$ cat src/rtl/lsu_pkg.sv
// +--------------------------------------------------------------------+
// | lsu_pkg: size encodings, FSM states and defaults for the LSU.      |
// | Rev 1.0                                                            |
// +--------------------------------------------------------------------+
`default_nettype none

package lsu_pkg;

  localparam logic [1:0] SZ_BYTE = 2'b00;
  localparam logic [1:0] SZ_HALF = 2'b01;
  localparam logic [1:0] SZ_WORD = 2'b10;

  localparam int unsigned DEFAULT_MEM_BYTES = 1024;

  typedef enum logic [2:0] {
    ST_IDLE  = 3'd0,
    ST_READ  = 3'd1,
    ST_WAIT  = 3'd2,
    ST_WRITE = 3'd3,
    ST_RESP  = 3'd4
  } lsu_state_t;

endpackage

`default_nettype wire

$ cat src/rtl/lsu_lane_align.sv
// +--------------------------------------------------------------------+
// | lsu_lane_align: big-endian lane extract/extend and lane merge.     |
// | Rev 1.0                                                            |
// +--------------------------------------------------------------------+
`default_nettype none

module lsu_lane_align
  import lsu_pkg::*;
(
  input  logic [1:0]  offset_i,
  input  logic [1:0]  size_i,
  input  logic        signed_i,
  input  logic [31:0] word_i,
  input  logic [31:0] wdata_i,
  output logic [31:0] load_o,
  output logic [31:0] merge_o
);

  logic [7:0]  w_byte;
  logic [15:0] w_half;

  // Offset 0 is the most significant lane.
  always_comb begin
    w_byte = word_i[7:0];
    case (offset_i)
      2'd0:    w_byte = word_i[31:24];
      2'd1:    w_byte = word_i[23:16];
      2'd2:    w_byte = word_i[15:8];
      default: w_byte = word_i[7:0];
    endcase
    w_half = offset_i[1] ? word_i[15:0] : word_i[31:16];
  end

  always_comb begin
    load_o  = word_i;
    merge_o = word_i;
    case (size_i)
      SZ_BYTE: begin
        load_o = {{24{signed_i & w_byte[7]}}, w_byte};
        case (offset_i)
          2'd0:    merge_o[31:24] = wdata_i[7:0];
          2'd1:    merge_o[23:16] = wdata_i[7:0];
          2'd2:    merge_o[15:8]  = wdata_i[7:0];
          default: merge_o[7:0]   = wdata_i[7:0];
        endcase
      end
      SZ_HALF: begin
        load_o = {{16{signed_i & w_half[15]}}, w_half};
        if (offset_i[1]) merge_o[15:0]  = wdata_i[15:0];
        else             merge_o[31:16] = wdata_i[15:0];
      end
      default: begin
        load_o  = word_i;
        merge_o = word_i;
      end
    endcase
  end

endmodule

`default_nettype wire

$ cat src/rtl/load_store_unit.sv
// +--------------------------------------------------------------------+
// | load_store_unit: byte/half/word accesses onto a word memory.       |
// | Rev 1.0                                                            |
// +--------------------------------------------------------------------+
`default_nettype none

module load_store_unit
  import lsu_pkg::*;
#(
  parameter int unsigned MEM_BYTES = DEFAULT_MEM_BYTES
) (
  input  logic        clk_i,
  input  logic        rst_i,
  input  logic        req_valid_i,
  output logic        req_ready_o,
  input  logic        req_we_i,
  input  logic [1:0]  req_size_i,
  input  logic        req_signed_i,
  input  logic [31:0] req_addr_i,
  input  logic [31:0] req_wdata_i,
  output logic        resp_valid_o,
  output logic [31:0] resp_rdata_o,
  output logic        resp_fault_o,
  output logic [31:0] mem_addr_o,
  output logic [31:0] mem_wdata_o,
  output logic        mem_wenable_o,
  output logic        mem_renable_o,
  input  logic [31:0] mem_rdata_i
);

  lsu_state_t  state_q, state_d;
  logic        we_q, signed_q, fault_q;
  logic [1:0]  size_q;
  logic [31:0] addr_q, wdata_q, merge_q, rdata_q;

  logic        w_accept, w_fault;
  logic [32:0] w_last_byte;
  logic [31:0] w_load, w_merge;

  assign w_accept    = req_valid_i && (state_q == ST_IDLE);
  // 33 bits so addresses near 2^32 cannot wrap into range.
  assign w_last_byte = {1'b0, req_addr_i[31:2], 2'b00} + 33'd3;

  always_comb begin
    w_fault = 1'b0;
    if (req_size_i == 2'b11)                          w_fault = 1'b1;
    if (req_size_i == SZ_HALF && req_addr_i[0])       w_fault = 1'b1;
    if (req_size_i == SZ_WORD && |req_addr_i[1:0])    w_fault = 1'b1;
    if (w_last_byte >= 33'(MEM_BYTES))                w_fault = 1'b1;
  end

  lsu_lane_align u_align (
    .offset_i (addr_q[1:0]),
    .size_i   (size_q),
    .signed_i (signed_q),
    .word_i   (mem_rdata_i),
    .wdata_i  (wdata_q),
    .load_o   (w_load),
    .merge_o  (w_merge)
  );

  always_ff @(posedge clk_i or posedge rst_i) begin
    if (rst_i) state_q <= ST_IDLE;
    else       state_q <= state_d;
  end

  always_comb begin
    state_d       = state_q;
    req_ready_o   = 1'b0;
    resp_valid_o  = 1'b0;
    resp_fault_o  = 1'b0;
    resp_rdata_o  = '0;
    mem_addr_o    = '0;
    mem_wdata_o   = '0;
    mem_wenable_o = 1'b0;
    mem_renable_o = 1'b0;
    case (state_q)
      ST_IDLE: begin
        req_ready_o = 1'b1;
        if (w_accept) begin
          if (w_fault)                                  state_d = ST_RESP;
          else if (req_we_i && req_size_i == SZ_WORD)   state_d = ST_WRITE;
          else                                          state_d = ST_READ;
        end
      end
      ST_READ: begin
        mem_addr_o    = {addr_q[31:2], 2'b00};
        mem_renable_o = 1'b1;
        state_d       = ST_WAIT;
      end
      ST_WAIT: begin
        mem_addr_o = {addr_q[31:2], 2'b00};
        state_d    = we_q ? ST_WRITE : ST_RESP;
      end
      ST_WRITE: begin
        mem_addr_o    = {addr_q[31:2], 2'b00};
        mem_wenable_o = 1'b1;
        mem_wdata_o   = (size_q == SZ_WORD) ? wdata_q : merge_q;
        state_d       = ST_RESP;
      end
      ST_RESP: begin
        resp_valid_o = 1'b1;
        resp_fault_o = fault_q;
        // rdata_q may be stale from an earlier load; only a clean load shows it.
        resp_rdata_o = (!we_q && !fault_q) ? rdata_q : 32'd0;
        state_d      = ST_IDLE;
      end
      default: state_d = ST_IDLE;
    endcase
  end

  always_ff @(posedge clk_i or posedge rst_i) begin
    if (rst_i) begin
      we_q     <= 1'b0;
      signed_q <= 1'b0;
      fault_q  <= 1'b0;
      size_q   <= 2'b00;
      addr_q   <= '0;
      wdata_q  <= '0;
      merge_q  <= '0;
      rdata_q  <= '0;
    end else begin
      if (w_accept) begin
        we_q     <= req_we_i;
        signed_q <= req_signed_i;
        fault_q  <= w_fault;
        size_q   <= req_size_i;
        addr_q   <= req_addr_i;
        wdata_q  <= req_wdata_i;
      end
      if (state_q == ST_WAIT) begin
        if (we_q) merge_q <= w_merge;
        else      rdata_q <= w_load;
      end
    end
  end

endmodule

`default_nettype wire

$ cat config.mk
export PLATFORM = sky130hd
export DESIGN_NAME = load_store_unit
export DESIGN_NICKNAME = d
export VERILOG_FILES = /design/src/rtl/lsu_pkg.sv /design/src/rtl/lsu_lane_align.sv /design/src/rtl/load_store_unit.sv
export SDC_FILE = /design/constraint.sdc
export NUM_CORES = 1
export LEC_CHECK = 0
export CAP_MARGIN = 5
export CELL_PAD_IN_SITES_DETAIL_PLACEMENT = 0
export CELL_PAD_IN_SITES_GLOBAL_PLACEMENT = 1
export CORE_MARGIN = 5
export CORE_UTILIZATION = 38
export DETAILED_ROUTE_END_ITERATION = 10
export GPL_ROUTABILITY_DRIVEN = 0
export HOLD_SLACK_MARGIN = 0.08
export PLACE_DENSITY = 0.91
export SETUP_SLACK_MARGIN = 0.05
export SYNTH_ARGS = -nofsm -noshare
export SYNTH_HDL_FRONTEND = slang
export SYNTH_SLANG_ARGS = --single-unit
$ cat constraint.sdc
create_clock -name clk_i -period 7.2 [get_ports clk_i]
set_clock_uncertainty 0.1 [all_clocks]
set_input_delay 1.44 -clock clk_i [delete_from_list [all_inputs] [get_ports clk_i]]
set_output_delay 1.44 -clock clk_i [all_outputs]
set_load 0.02 [all_outputs]
After elaboration in Yosys (flattened, before gate mapping):

Cells that the tools add are included.

* bitwise gates (word level): 3
* add/sub/neg operators: 1
* multiplexer cells: 29
* order comparisons: 1
* reduce and logical (&&, ||, !) cells: 15
* eq/ne operators: 12

Operators with widths (number)
* $mux 32: 5
* $pmux 32 s2: 2
* $mux 16: 3
* $add 32x2->33 const B: 1
* $ge 33x11->1 const B: 1
* $mux 8: 4
* $pmux 8 s3: 1
* $pmux 3 s4: 1
* $mux 1: 9
* $mux 3: 3
* $eq 2x2->1 const B: 4
* $eq 2x1->1 const B: 3
* $eq 3x2->1 const B: 2
* $reduce_or 3->1: 2
* $logic_and 1x1->1: 5
* $logic_not 2->1: 2
* $reduce_and 2->1: 2
* $eq 3x1->1 const B: 1
* $eq 3x3->1 const B: 1
* $logic_not 3->1: 1
* $and 1x1->1: 2
* $logic_not 1->1: 2
* $mux 2: 1
* $ne 2x2->1 const B: 1
* other kinds (2): 2

* input bits: 103
* bits in registers: 136
* output and inout port bits: 101

Logic depth before layout (Yosys ltp):

Gate-level depths: netlist (run 1).

* depth in word-level cells: 8
* mapped depth: 7

Modules after synthesis:

A second synthesis (run 1) with hierarchy kept.

* cells, all modules: 715
* area total of the unflattened synthesis: 7717.4 um^2

By module, submodules not included
* load_store_unit: cells each 496, times used 1, area each 6089.6 um^2, sequential area each 3403.3 um^2
* lsu_lane_align: cells each 219, times used 1, area each 1627.8 um^2, sequential area each 0.0 um^2

Worst setup path before layout (run 1):

No wires, ideal clock.

* kind: reg-to-output
* from: register state_q[0]
* to: output port resp_rdata_o[10]
* arrival: 1671 ps
* stages on the path, launching flop included: 6
* path buffers: 1
* slack: 3989 ps
* required time: 5660 ps
* cells stage by stage: dfrtp_1 nor2_1 and2_1 nor3b_1 clkbuf_1 and2_1

* word-level cells in the longest chain between the ends: 2

RTL lines
* start, declared: RTL line load_store_unit.sv:31 `lsu_state_t state_q, state_d;`
* start signal, assigned: RTL line load_store_unit.sv:64 `else state_q <= state_d;`
* $eq 3x3->1: RTL line load_store_unit.sv:77 `case (state_q)`
* $mux 32: RTL line load_store_unit.sv:77
* end, declared: RTL line load_store_unit.sv:22 `output logic [31:0] resp_rdata_o,`

Every way passes these cells.

Worst setup path in the final report (run 1):

* from: register size_q[0]
* to: output port mem_wdata_o[30]

* word-level cells in the longest chain between the ends: 3

RTL lines
* start, declared: RTL line load_store_unit.sv:33 `logic [1:0] size_q;`
* start signal, assigned: RTL line load_store_unit.sv:127 `size_q <= req_size_i;`
* $eq 2x2->1: RTL line load_store_unit.sv:98 `mem_wdata_o = (size_q == SZ_WORD) ? wdata_q : merge_q;`
* $mux 32: RTL line load_store_unit.sv:98
* $mux 32: RTL line load_store_unit.sv:77
* end, declared: RTL line load_store_unit.sv:25 `output logic [31:0] mem_wdata_o,`

Every way passes these cells.

==> results of run 1 <==
==> per-stage QoR <==
stage / utilization (%) / total power [W] / std cells / setup slack (ps) / hold WS, ps
6_report: 53.18 / 0.002151 / 1290 / 2260 / 364.0
5_1_grt: 53.18 / 0.002248 / 1290 / 2024 / 386.4
4_1_cts: 53.18 / 0.002166 / 1290 / 2312 / 369.7
3_5_place_dp: 49.85 / 0.001227 / 1258 / 2768 / 354.1
3_3_place_gp: 49.85 / 0.001222 / 1258 / 2913 / 348.9
2_1_floorplan: - / 0.001086 / 877 / 2021 / 337.4
==> path summary, 6_finish.rpt <==
kind,start,end,slack (ps),depth (start not counted)
setup reg to reg,state_q[2],state_q[1],4650,5
hold reg to reg,addr_q[10],addr_q[10],360,2
setup / recovery,size_q[0],mem_wdata_o[30],2260,5
max in group asynchronous,rst_i,merge_q[24],4260,3
hold / removal,addr_q[10],addr_q[10],360,2
min in group asynchronous,rst_i,wdata_q[11],1390,2
==> power by group through the flow <==
| stage | clock network, W | logic, W | registers (W) |
|---|---|---|---|
| 2_1_floorplan | 0 | 0.000227 | 0.000859 |
| 3_3_place_gp | 0 | 0.000343 | 0.000878 |
| 3_5_place_dp | 0 | 0.000347 | 0.000880 |
| 4_1_cts | 0.000950 | 0.000349 | 0.000867 |
| 5_1_grt | 0.000989 | 0.000384 | 0.000875 |
| 6_report | 0.000933 | 0.000348 | 0.000869 |
==> synthesized netlist by cell type, types with 2 or more instances <==
master	count	area [µm²]
or2_2	2	12.51
o22ai_1	22	137.6
o21ai_0	53	265.3
nor3b_1	8	60.06
a21oi_1	65	325.3
clkbuf_1	45	168.9
a22o_1	7	61.31
nand2b_1	9	56.30
mux2i_1	21	210.2
or4_1	2	15.01
nand2_1	296	1111
buf_6	2	22.52
buf_1	4	15.01
nand3b_1	17	127.6
dfrtp_1	136	3403
mux2_2	7	78.83
o2bb2ai_1	6	52.55
a31oi_1	3	18.77
and2_1	66	412.9
buf_2	9	45.04
a2bb2oi_1	7	61.31
buf_4	4	30.03
nor4_1	5	31.28
nor2_1	34	127.6
o22a_1	6	52.55
inv_1	5	18.77
nand3_1	2	10.01
nor3_1	3	15.01
nor2b_1	11	68.82
==> area by class of cell <==
cell class / count / area [µm²] / area share, %
timing repair buffer: 211 / 2087 / 20.98
clock buffer: 17 / 425.4 / 4.276
tap: 234 / 292.8 / 2.943
clock inverter: 15 / 198.9 / 2.000
inverter: 5 / 23.77 / 0.2390
multi-input combinational: 672 / 3517 / 35.35
sequential: 136 / 3403 / 34.21
==> metal layers <==
| layer | wire length, µm | up-vias | GRT usage, % |
|---|---|---|---|
| met5 | 11 | - | 0 |
| met4 | 439 | 2 | 6.151 |
| met3 | 2183 | 29 | 7.603 |
| met2 | 10470 | 270 | 32.53 |
| met1 | 10230 | 3189 | 28.54 |
| li1 | - | 3251 | - |
==> sequential cells by signal, summed over array words and instances (netlist names) <==
register  flops
wdata_q      32
merge_q      32
we_q          1
state_q       3
signed_q      1
addr_q       32
size_q        2
fault_q       1
rdata_q      32
==> kinds of logic (layout without fill, tap and decap cells) <==
family | Yosys count | count (layout) | synth area share, %
buffers and inverters | 69 | 248 | 4.172
AO/OA/AOI/OAI | 178 | 178 | 14.69
multiplexers | 28 | 28 | 4.016
flip-flops | 136 | 136 | 47.29
AND/OR/NAND/NOR | 464 | 464 | 29.78
other | 1 | 2 | 0.05211
==> worst max-delay path, cell delays in order, from the launching register on <==
cell             delay [ps]
dfrtp_1                 600
inv_1                   430
nand2_1                 950
nand2_1                 150
a21oi_1                 180
clkdlybuf4s50_1         660
==> cell usage in the layout, fill, tap and decap left out, drive strengths merged, types with 2 or more instances in the layout <==
cell,n
or4,2
o22a,6
o22ai,22
or2,2
nor3b,8
nor4,5
clkdlybuf4s50,201
mux2,7
nand3b,17
a21oi,65
mux2i,21
nand2b,9
nand3,2
clkbuf,17
a22o,7
nor4b,2
nor3,3
nand2,297
a2bb2oi,7
clkinvlp,2
nor2b,11
and2,66
or4b,2
o21ai,54
bufinv,4
nor2,35
a31oi,3
inv,8
buf,10
dfrtp,136
clkinv,6
o2bb2ai,6
conb,2
==> run summary, run 1 <==
Post-CTS Setup Inserts: 0
Die Y: 147.6 µm
area growth from synthesis to layout: 38.23%
Logic pwr share: 16.2%
Switching Share: 28.01%
layout cells sized above 1: 5.871%
Die X: 147.6 µm
Worst-Margin Slew: 1162 ps
Peak VDD IR: 0.0001896 V
clk_lat worst skew: 420 ps
total die area: 21,790 µm²
Final Hold Fails: 0
n_diodes: 0
GRT overflow: 0
Port-buffer cells: 201
vias in the first global route: 6,548
core area: 18,710 µm²
Post-CTS Resized: 0
fmax: 202.4 MHz
final WL: 23.33 mm
#FFs+latches synth: 136
status: finished, final reports clean
FFs w/ async S/R, synth: 100.0%
post-route cell area: 9948 µm²
Placed Area: 9324 µm²
synthesized area per cell: 8.216 µm²
DR DRC count: 0
Vias: 6,741
switching power total: 0.0006026 W
Post-synth EDFFs: 0
Post-Syn Instances: 876
Antenna Nets Post-Route: 0
Slew Viols, Final: 0
max cap viols: 0
unrepaired setup endpoints after global routing: false
Crit Path Category: reg2out
H-tree depth: 4
initial antenna violation count: 1
CTS max path bufs: 2
final worst path period need: 4940 ps
CTS tree: done
Int Pwr: 0.001549 W
initial core utilization: 38.47%
startpoint class of the critical path: register
global-route wire length before repair: 36.59 mm
Worst EP arrival: 3400 ps
period utilisation layout: 68.61%
Vias/cell: 5.226
setup TNS: 0 ps
Root Driver: clkbuf_16
fillcell total: 1,782
Rel. slew slack: 22.34%
clock-pin slew on the worst setup and hold paths: 60 ps
total CTS buffers: 17
drt wl/cell: 18.09 µm
Pre-antenna DRT Iters: 4
Cell Area, Synth: 7197 µm²
maximum fanout along the worst path: 32
worst min path class: reg2reg
WP data required: 5660 ps
Synth cell types: 48
power share of the clock group: 43.4%
LEAKAGE: 4.533 nW
Seq pwr share: 40.4%
Crit. End Element: output pin
power density over the cells: 216.2 nW/µm²
clk sinks: 136
largest net degree at the start of global routing: 70
hpwl dp: 16.81 mm
Hold Buf Count CTS: 0
post-synthesis sequential area ratio: 47.29%
Top FF cell, synth: dfrtp_1
1st-iter DRT viols: 531
IO Pins: 204
Layout Nets: 1,146
final setup fails: 0
yosys warns: 0
Total GRT Usage: 21.26%
# rows: 50
Power figures use the tool's default switching activity.
==> run 2: changes to the inputs <==
- CORE_UTILIZATION: 38 -> 32
- PLACE_DENSITY: 0.91 -> 0.83
- clock period: 7.2 -> 4.53 ns (I/O delays scaled with it)
==> run 2 against run 1 <==
Effect of this change:
- critical path type unchanged
- hold slack is essentially flat
- cell count rose by 3.8%
- first-iteration DRC count decreased by 12%
- critical path depth is 1 lower
- register-to-register slack got worse by 2700 ps
- flip-flop and latch count unchanged
==> run summary, run 2 (synthesized netlist as in run 1, its figures left out) <==
CTS max path bufs: 2
initial core utilization: 32.77%
vias in the first global route: 6,680
Port-buffer cells: 201
IO Pins: 204
clk sinks: 136
total CTS buffers: 17
Post-CTS Setup Inserts: 0
initial antenna violation count: 2
LEAKAGE: 4.518 nW
fillcell total: 2,211
placed cells: 1,307
H-tree depth: 4
CTS tree: done
fmax: 253.1 MHz
Worst EP arrival: 2950 ps
global-route wire length before repair: 37.92 mm
Antenna Nets Post-Route: 0
GRT overflow: 0
clock-pin slew on the worst setup and hold paths: 60 ps
Root Driver: clkbuf_16
DR DRC count: 0
Post-CTS Resized: 0
final WL: 24.09 mm
Slew Viols, Final: 0
Die Y: 160.0 µm
Final Hold Fails: 0
setup TNS: 0 ps
Total GRT Usage: 18.56%
Crit Path Category: reg2out
pre-CTS setup slack: 990.6 ps
Peak VDD IR: 0.0002842 V
most frequent cells in the layout: nand2_1, clkdlybuf4s50_1, dfrtp_1
Rel. slew slack: 23.30%
hpwl dp: 17.59 mm
maximum fanout along the worst path: 33
final setup fails: 0
Crit. End Element: output pin
power density over the cells: 332.4 nW/µm²
Vias: 6,793
total die area: 25,590 µm²
n_diodes: 0
# rows: 54
Layout Nets: 1,149
drt wl/cell: 17.99 µm
status: finished, final reports clean
Pre-antenna DRT Iters: 6
final worst slack: 579.0 ps
final worst path period need: 3951 ps
commonest non-fill, non-tap cell in the layout: nand2_1
period utilisation layout: 87.22%
final std cells w/o fill: 1,339
1st-iter DRT viols: 469
clk_lat worst skew: 420 ps
unrepaired setup endpoints after global routing: false
Worst-Margin Slew: 1148 ps
Hold Buf Count CTS: 0
startpoint class of the critical path: register
largest net degree at the start of global routing: 73
max cap viols: 0
core area: 21,960 µm²
Vias/cell: 5.073
area growth from synthesis to layout: 38.82%
Die X: 160.0 µm
worst min path class: reg2reg
WP data required: 3520 ps
layout cells sized above 1: 6.138%
run 2: cell types whose count changed in the layout (fill, tap and decap cells not counted):
cell	delta
clkinv_4	+1
clkbuf_8	+1
buf_4	+3
bufinv_16	-2
clkinv_2	-1
inv_6	-2
clkinvlp_4	+3
run 2: final cells by class:
| class | count | area [µm²] | share of cell area (%) |
|---|---|---|---|
| repair buffers | 214 | 2110 | 21.11 |
| multi-input cells | 672 | 3517 | 35.20 |
| flip-flops and latches | 136 | 3403 | 34.06 |
| well taps | 280 | 350.3 | 3.507 |
| clock inverters | 14 | 148.9 | 1.490 |
| inverters | 5 | 22.52 | 0.2254 |
| clock buffers | 18 | 439.2 | 4.396 |
run 2: through the flow:
| stage | power (W) | area [µm²] | util [%] | hold slack [ps] |
|---|---|---|---|---|
| after floorplan | 0.001726 | 7204 | - | 337.4 |
| after global placement | 0.001955 | 9403 | 42.82 | 349.4 |
| after detailed placement | 0.001960 | 9403 | 42.82 | 354.2 |
| after CTS | 0.003351 | 9991 | 45.50 | 369.7 |
| after global routing | 0.003475 | 9991 | 45.50 | 390.8 |
| final | 0.003321 | 9991 | 45.50 | 364.1 |
run 2: final timing paths:
| check | from | end | slack, ps | cells past startpoint |
|---|---|---|---|---|
| hold reg to reg | addr_q[13] | addr_q[13] | 360 | 2 |
| max in group asynchronous | rst_i | rdata_q[23] | 2610 | 3 |
| min in group asynchronous | rst_i | wdata_q[19] | 1010 | 3 |
| setup / recovery | state_q[2] | mem_wdata_o[15] | 580 | 4 |
| setup reg to reg | state_q[2] | addr_q[7] | 1950 | 5 |
| hold / removal | addr_q[13] | addr_q[13] | 360 | 2 |
run 2: report_power, final:
part           switching, W  internal, W
registers         0.0000874      0.00130
clock network      0.000552     0.000827
logic              0.000315     0.000241
run 2: metal layers:
metal  vias to the layer above  routed length [µm]  part of all wire (%)  track usage [%]
li1                       3269                   -                     -                -
met3                        30                2317                   9.6            6.985
met4                         4                 384                   1.6            4.732
met1                      3218               10700                    44            24.88
met5                         -                  27                  0.11                0
met2                       272               10670                    44            28.44
run 2: worst max-delay path: stages, from the launching register on:
cell             delay [ps]
dfrtp_1                 480
nor2b_1                 260
nand2_1                 690
a21oi_1                 430
clkdlybuf4s50_1         660
